### src/rtl/apple_judge.sv
// Apple/wall judge for the snake game: detects eat and wall hits on each head step,
// relocates the apple from a free-running LFSR, keeps the score and flags apple pixels.
module apple_judge #(
    parameter int          GRID_W     = 40,
    parameter int          GRID_H     = 30,
    parameter int          CELL_SHIFT = 4,
    parameter int          APPLE_X0   = 30,
    parameter int          APPLE_Y0   = 15,
    parameter logic [15:0] SEED       = 16'hACE1,
    parameter int          MAX_TRIES  = 64
) (
    input  logic       clk,
    input  logic       rst_n,
    input  logic       head_step,
    input  logic [5:0] head_x,
    input  logic [5:0] head_y,
    input  logic [3:0] cube_num,
    input  logic       restart,
    input  logic [9:0] pos_x,
    input  logic [9:0] pos_y,
    output logic       add_cube,
    output logic       died,
    output logic [5:0] apple_x,
    output logic [5:0] apple_y,
    output logic [7:0] score,
    output logic       apple_pix,
    output logic       busy
);

    typedef enum logic [1:0] {PLAY, RELOC, DEAD} state_t;

    localparam int         TRY_W    = $clog2(MAX_TRIES + 1);
    localparam logic [5:0] X_LAST   = 6'(GRID_W - 1);
    localparam logic [5:0] Y_LAST   = 6'(GRID_H - 1);
    localparam logic [5:0] X_IN_MAX = 6'(GRID_W - 2);
    localparam logic [5:0] Y_IN_MAX = 6'(GRID_H - 2);
    localparam logic [5:0] X_MID    = 6'(GRID_W / 2);
    localparam logic [5:0] X_MID1   = 6'(GRID_W / 2 + 1);
    localparam logic [5:0] Y_MID    = 6'(GRID_H / 2);
    localparam logic [5:0] X_RST    = 6'(APPLE_X0);
    localparam logic [5:0] Y_RST    = 6'(APPLE_Y0);
    localparam logic [9:0] PIX_W    = 10'(GRID_W << CELL_SHIFT);
    localparam logic [9:0] PIX_H    = 10'(GRID_H << CELL_SHIFT);

    state_t             state, state_nx;
    logic [15:0]        lfsr;
    logic [TRY_W-1:0]   tries;
    logic               pending;
    logic [5:0]         head_x_p0, head_y_p0;

    logic               ev, wall, eat, accept, give_up, pix_hit;
    logic [5:0]         ev_x, ev_y, cand_x, cand_y;

    function automatic logic [15:0] lfsr_next(input logic [15:0] v);
        return {1'b0, v[15:1]} ^ (v[0] ? 16'hB400 : 16'h0000);
    endfunction

    function automatic logic [7:0] sat_inc(input logic [7:0] v);
        return (v == 8'hFF) ? v : v + 8'd1;
    endfunction

    // A fresh step overrides a step that was parked while relocating
    always_comb begin
        ev      = head_step | pending;
        ev_x    = head_step ? head_x : head_x_p0;
        ev_y    = head_step ? head_y : head_y_p0;
        wall    = (ev_x == 6'd0) || (ev_x >= X_LAST) || (ev_y == 6'd0) || (ev_y >= Y_LAST);
        eat     = (ev_x == apple_x) && (ev_y == apple_y);
        cand_x  = lfsr[5:0];
        cand_y  = lfsr[11:6];
        accept  = (cand_x >= 6'd1) && (cand_x <= X_IN_MAX) &&
                  (cand_y >= 6'd1) && (cand_y <= Y_IN_MAX) &&
                  !((cand_x == head_x_p0) && (cand_y == head_y_p0));
        give_up = (tries == TRY_W'(MAX_TRIES - 1));
        pix_hit = (pos_x < PIX_W) && (pos_y < PIX_H) &&
                  ((pos_x >> CELL_SHIFT) == 10'(apple_x)) &&
                  ((pos_y >> CELL_SHIFT) == 10'(apple_y));
    end

    always_ff @(posedge clk) begin
        if (!rst_n) state <= PLAY;
        else        state <= state_nx;
    end

    always_comb begin
        state_nx = state;
        if (restart) begin
            state_nx = PLAY;
        end else begin
            case (state)
                PLAY:    if (ev && wall)           state_nx = DEAD;
                         else if (ev && eat)       state_nx = RELOC;
                RELOC:   if (accept || give_up)    state_nx = PLAY;
                default: state_nx = state;
            endcase
        end
    end

    always_comb begin
        busy = (state == RELOC);
    end

    always_ff @(posedge clk) begin
        if (!rst_n) begin
            lfsr <= SEED;
        end else begin
            lfsr <= lfsr_next(lfsr);
        end
    end

    always_ff @(posedge clk) begin
        if (head_step && !restart && (state != DEAD)) begin
            head_x_p0 <= head_x;
            head_y_p0 <= head_y;
        end
    end

    always_ff @(posedge clk) begin
        if (!rst_n) begin
            add_cube <= 1'b0;
            died     <= 1'b0;
            apple_x  <= X_RST;
            apple_y  <= Y_RST;
            score    <= 8'd0;
            pending  <= 1'b0;
            tries    <= '0;
        end else begin
            add_cube <= 1'b0;
            if (restart) begin
                died    <= 1'b0;
                pending <= 1'b0;
                score   <= 8'd0;
                apple_x <= X_RST;
                apple_y <= Y_RST;
            end else begin
                case (state)
                    PLAY: begin
                        if (ev) begin
                            pending <= 1'b0;
                            if (wall) begin
                                died <= 1'b1;
                            end else if (eat) begin
                                add_cube <= (cube_num != 4'd15);
                                score    <= sat_inc(score);
                                tries    <= '0;
                            end
                        end
                    end
                    RELOC: begin
                        if (head_step) pending <= 1'b1;
                        if (accept) begin
                            apple_x <= cand_x;
                            apple_y <= cand_y;
                        end else if (give_up) begin
                            // Centre fallback, nudged right if the head sits on it
                            apple_x <= ((X_MID == head_x_p0) && (Y_MID == head_y_p0)) ? X_MID1 : X_MID;
                            apple_y <= Y_MID;
                        end else begin
                            tries <= tries + TRY_W'(1);
                        end
                    end
                    default: ;
                endcase
            end
        end
    end

    // Pixel flag lags the scan coordinates by one clock
    always_ff @(posedge clk) begin
        if (!rst_n) apple_pix <= 1'b0;
        else        apple_pix <= pix_hit;
    end

endmodule

### config.mk
export PLATFORM = sky130hd
export DESIGN_NAME = apple_judge
export DESIGN_NICKNAME = d
export VERILOG_FILES = /design/src/rtl/apple_judge.sv
export SDC_FILE = /design/constraint.sdc
export NUM_CORES = 1
export LEC_CHECK = 0
export ABC_AREA = 1
export CAP_MARGIN = 20
export CORE_MARGIN = 4
export CORE_UTILIZATION = 30
export CTS_CLUSTER_DIAMETER = 80
export DETAILED_ROUTE_END_ITERATION = 16
export SLEW_MARGIN = 25
export SYNTH_ARGS = -nofsm -noshare
export SYNTH_HDL_FRONTEND = slang
export SYNTH_SLANG_ARGS = --single-unit
export TNS_END_PERCENT = 20
### constraint.sdc
create_clock -name clk -period 3.5 [get_ports clk]
set_clock_uncertainty 0.2 [all_clocks]
set_input_delay 0.7 -clock clk [delete_from_list [all_inputs] [get_ports clk]]
set_output_delay 0.7 -clock clk [all_outputs]
set_load 0.02 [all_outputs]
### After elaboration in Yosys (flattened, before gate mapping)

Cells that the tools add are included.

| storage, ports and cells | value |
|---|---|
| output and inout port bits | 24 |
| input port bits | 40 |
| word-level logic and storage cells | 106 |
| register bits after elaboration | 61 |

| cells by class | value |
|---|---|
| bitwise operators | 9 |
| add/subtract/negate cells | 2 |
| magnitude comparators | 8 |
| equality and inequality tests | 21 |
| reductions and logical operators | 33 |
| mux-type cells | 21 |

Operators with widths:

| operator | count |
|---|---|
| equality test 6 bit | 6 |
| 2-to-1 mux 6 bit | 6 |
| 2-to-1 mux 7 bit | 5 |
| 2-to-1 mux 16 bit | 1 |
| XOR 15 x 16 -> 16 bit | 1 |
| logical AND 1 bit | 14 |
| inequality test 2 bit (second input constant) | 7 |
| one-hot mux 7 bit (2 select lines) | 1 |
| >= comparator 6 x 1 -> 1 bit (second input constant) | 2 |
| zero test 6 bit | 2 |
| < comparator 10 bit (second input constant) | 1 |
| < comparator 10 x 9 -> 1 bit (second input constant) | 1 |
| AND reduction 3 bit | 3 |
| adder 8 x 1 -> 8 bit (second input constant) | 1 |
| equality test 8 bit (second input constant) | 1 |
| adder 7 x 1 -> 7 bit (second input constant) | 1 |
| equality test 7 x 6 -> 1 bit (second input constant) | 1 |
| inverter 1 bit | 7 |
| AND reduction 7 bit | 1 |
| equality test 4 x 6 -> 1 bit (first input constant) | 1 |
| equality test 5 x 6 -> 1 bit (first input constant) | 1 |
| >= comparator 6 x 5 -> 1 bit (second input constant) | 1 |
| >= comparator 6 bit (second input constant) | 1 |
| <= comparator 6 x 5 -> 1 bit (second input constant) | 1 |
| 18 further kinds | 27 |

### Logic depth before layout (Yosys ltp)

| logic depth | value |
|---|---|
| depth in word-level cells | 8 |
| mapped depth | 17 |
| gate-level depth less buffers | 15 |

### Least setup slack after synthesis

Ideal clock, no wire load.

| timing path | value |
|---|---|
| path kind | input-to-reg |
| start point | input port head_step |
| end point | register head_x_p0[0], enable pin |
| required time | 2.900 ns |
| cell stages on the path | 4 |
| slack | 0.900 ns |
| setup time | 0.400 ns |
| data arrival time | 1.999 ns |
| buffers on the path | 2 |
| path through | buf_6 inv_4 buf_6 a211oi_1 |

| on the way | value |
|---|---|
| longest elaborated chain between the ends | 2 |

RTL lines:

| item | line | text |
|---|---|---|
| start, declared | 14 | `input logic head_step,` |
| logical AND 1 bit (2 in a row) | 112 | `if (head_step && !restart && (state != DEAD)) begin` |
| end signal, assigned | 113 | `head_x_p0 <= head_x;` |
| end, declared | 49 | `logic [5:0] head_x_p0, head_y_p0;` |

No other way between the ends.
A chain may end at the register's enable or synchronous reset.

### Worst setup path after layout

| timing path | value |
|---|---|
| start point | input port head_step |
| end point | register score[7] |

| on the way | value |
|---|---|
| longest elaborated chain between the ends | 7 |
| elaborated cells on any way between the ends | 15 |
| classes of those cells | 2 x order compare; 2 x eq/ne; 2 x mux; 2 x bitwise; 7 x reduce/logical |

RTL lines:

| item | line | text |
|---|---|---|
| 2-to-1 mux 6 bit | 65 | `ev_x = head_step ? head_x : head_x_p0;` |
| >= comparator 6 bit / zero test 6 bit (equally long branches) | 67 | `wall = (ev_x == 6'd0) \|\| (ev_x >= X_LAST) \|\| (ev_y == 6'd0) \|\| (ev_y >= Y_LAST);` |
| logical OR 1 bit (3 in a row) | 67 |  |
| inverter 1 bit (no source line) | - |  |
| AND reduction 5 bit (no source line) (*) | - |  |
| end signal, assigned | 144 | `score <= sat_inc(score);` |
| end, declared | 25 | `output logic [7:0] score,` |

Every way passes the cells marked *; elsewhere a longest branch is shown, timed or not.

==> flow_summary_export.csv <==
group,metric,value,unit
status,status,"completed",
global_routing,grt_pass1_wl,16.8,mm
cells_and_area,seq_area,0.00134,mm²
clock_network,cts_made_buffers,9,
place,gp_congestion,0.918,
route,drtAntennaViolNets,0,
synth,synth_top_area_share,28.0,%
synth,yosysUniqueCellTypes,35,
timing,slew_viol_final,0,
critical_path,path_cells,"clkdlybuf4s50_1 -> buf_4 -> nand2_1 -> nand2_1 -> nor2_1 -> nand3_1 -> nand2_1 -> nor2_1 -> nand3_1 -> nor2_4 -> nand2_2 -> nand2_1 -> a21oi_1",
cells_and_area,nFillCells,1216,
critical_path,endpoint_kind,"flip-flop",
timing,setup_viol,0,
cells_and_area,area_growth,28.9,%
power_and_ir_drop,power.leakage,1.95,nW
critical_path,crit_family,"simple AND/OR/NAND/NOR gates",
floorplan,initial_core_util,30.7,%
route,first_iter_violations,227,
place,dp_worst_setup_slack,0.242,ns
floorplan,die_y,116,µm
synth,async_flop_share,0,%
critical_path,cpMostUsedCell,"nand2_1",
synth,synth_area,0.00351,mm²
route,drc,0,
global_routing,grt_start_max_net_pins,20,
synth,synth_most_common_cell,"nand2_1",
clock_network,cts_buffer_depth,2,
floorplan,die_w,116,µm
synth,synth_top_area_cell,"dfxtp_1",
synth,ys_seq_elements,61,
critical_path,path_max_fanout,13,
global_routing,overflow,0,
route,viasPerCell,4.86,
synth,synth_adder_area_share,0.714,%
power_and_ir_drop,power.density,415,mW/mm²
floorplan,ioPinCount,64,
timing,min_period_over_period,84.4,%
critical_path,critPathBufInv,2,
critical_path,crit_slowest_cell,"clkdlybuf4s50_1",
clock_network,ctsHoldBuffers,0,
global_routing,grt_pass1_vias,3485,
cells_and_area,multiInputGateArea,0.00187,mm²
power_and_ir_drop,ir_worst_vdd,0.293,mV
synth,synth-compound-area-share,10.0,%
job,maxCapViolations,0,
synth,synthTopCellsByArea,"dfxtp_1 (28%), nand2_1 (17%), edfxtp_1 (10%)",
timing,min_period,2.95,ns
timing,relSlewSlack,52.7,%
min_path,holdCritPathClass,"reg2reg",
route,wl,10.1,mm
synth,synth_edf_count,12,
synth,yosysWarnings,0,
place,port_buffers,55,
synth,muxShareOfSynthArea,0,%
clock_network,clkLatencyLatePin,0.33,ns
synth,synthTopCellsByCount,"nand2_1 (161), inv_1 (63), nor2_1 (50), dfxtp_1 (49), nand3_1 (48)",
route,routed-via-count,3554,
floorplan,fp.coreArea,0.0114,mm²
synth,synth_fp_nets,563,
clock_network,clkSinkCount,61,
clock_network,cts-root-buf,"clkbuf_16",
global_routing,antenna_found_initial,0,
timing,hold_viol_final,0,
floorplan,rows,39,
timing,fin_tns_setup,0,ns
timing,grt_setup_unrepaired,"no",
synth,syn_inst,521,
clock_network,clk_pin_slew,0.05,ns
cells_and_area,layout.nets,625,
route,firstDrtPassIters,5,
synth,yosys.area_share.simple,38.6,%
synth,seq_area_frac_synth,38.3,%
critical_path,start_kind,"input pin",
synth,syn_avg_cell_area,6.73,µm²
clock_network,cts_setup_buffers,0,
cells_and_area,drive_above_1_share,8.16,%
floorplan,die_area,0.0135,mm²
timing,timing.final.ws_setup,0.545,ns
synth,synth-xor-area-share,3.75,%
critical_path,crit_type,"in2reg",
clock_network,cts_tree,"yes",
timing,tightest_slew,0.707,ns
place,dp_hpwl,7.79,mm
clock_network,htreeDepth,3,
cells_and_area,n_antenna_cell,0,
clock_network,ctsResizeCount,0,
synth,synthFlopType,"dfxtp_1",
critical_path,startpoint,"head_step",
critical_path,arrival,2.94,ns
timing,max_freq,338,MHz
critical_path,cpPeakStageDelay,0.65,ns
route,wire_per_inst,13.8,µm
min_path,hp-start,"lfsr[12]",
synth,synth_top_family_by_area,"simple AND/OR/NAND/NOR gates",
global_routing,track_usage,15.8,%
critical_path,reg2reg_from,"head_x_p0[0]",
critical_path,required,3.49,ns
[flip-flops by register name (all words and copies together) (netlist names)]
name / count
apple_x: 6
tries: 7
pending: 1
apple_y: 6
lfsr: 16
head_y_p0: 6
head_x_p0: 6
add_cube: 1
state: 2
score: 8
died: 1
apple_pix: 1
[metrics by stage]
step           hold slack, ns  std cells  utilization, %  power [W]  cell area (µm²)
3_3_place_gp            0.194        715            37.0    0.00101             4220
6_report                0.213        731            39.6    0.00187             4520
4_1_cts                 0.212        731            39.6    0.00190             4520
2_1_floorplan           0.190        521               -   0.000922             3510
3_5_place_dp            0.199        715            37.0    0.00101             4220
5_1_grt                 0.222        731            39.6    0.00196             4520
[cells in the final DEF (no fill, tap or decap), types with 3 or more instances in the layout]
cell type | Yosys | final
clkdlybuf4s50_1 | 0 | 55
buf_4 | 0 | 5
a21oi_1 | 25 | 25
nor3_1 | 10 | 10
nor2_2 | 3 | 3
nand4_1 | 8 | 8
xor2_1 | 5 | 5
dfxtp_1 | 49 | 49
o21ai_0 | 16 | 16
clkinv_2 | 0 | 3
or2_2 | 7 | 7
nand2_1 | 161 | 161
o211ai_1 | 8 | 8
nand3_1 | 48 | 48
xnor2_1 | 10 | 10
nand2_2 | 10 | 10
nor2_1 | 50 | 50
o22ai_1 | 3 | 3
inv_1 | 63 | 63
edfxtp_1 | 12 | 12
clkbuf_16 | 0 | 11
nand2_4 | 3 | 3
nor4_1 | 3 | 3
[cell families after synthesis]
logic type / after synthesis
compound gates: 61
xor+xnor: 15
fa+ha+maj: 2
buf+inv: 74
flops: 61
simple gates: 308
[report_power, final]
group	internal, W	switching, W	total, W
Combinational	0.0000952	0.000139	0.000234
Clock	0.000561	0.000313	0.000874
Sequential	0.000742	0.0000248	0.000767
[worst reg2reg max path, stage by stage (launching register included)]
cell and delay [ns]:
edfxtp_1 0.43, inv_1 0.10, nand2_1 0.05, nand2_1 0.05, nand2_1 0.05, nor2_1 0.14
nand3_1 0.14, nand3_2 0.12, nand2_2 0.24, nor2_2 0.45, nand2_4 0.13, nand2_1 0.08
a21oi_1 0.05
[path summary, 6_finish.rpt]
| kind | slack, ns | endpoint | depth (start not counted) |
|---|---|---|---|
| setup / recovery | 0.55 | score[7] | 13 |
| hold / removal | 0.21 | lfsr[11] | 1 |
| setup reg to reg | 1.13 | tries[1] | 12 |
| hold reg to reg | 0.21 | lfsr[11] | 1 |
[area by class of cell]
type,instances,area share [%]
Clock buffer,13,6.26
Clock inverter,3,0.332
Inverter,65,5.46
Multi-Input combinational cell,386,41.3
Sequential cell,61,29.7
Tap cell,143,3.96
Timing Repair Buffer,60,13.0
[layer usage]
layer | up-vias | wire length (µm) | part of all wire, % | global-route usage (%)
met2 | 143 | 4470 | 44 | 24.6
met4 | 0 | 157 | 1.6 | 4.41
li1 | 1806 | - | - | -
met3 | 15 | 764 | 7.6 | 5.91
met1 | 1590 | 4690 | 47 | 20.7
met5 | - | 0 | 0 | 0
Power figures use the tool's default switching activity.
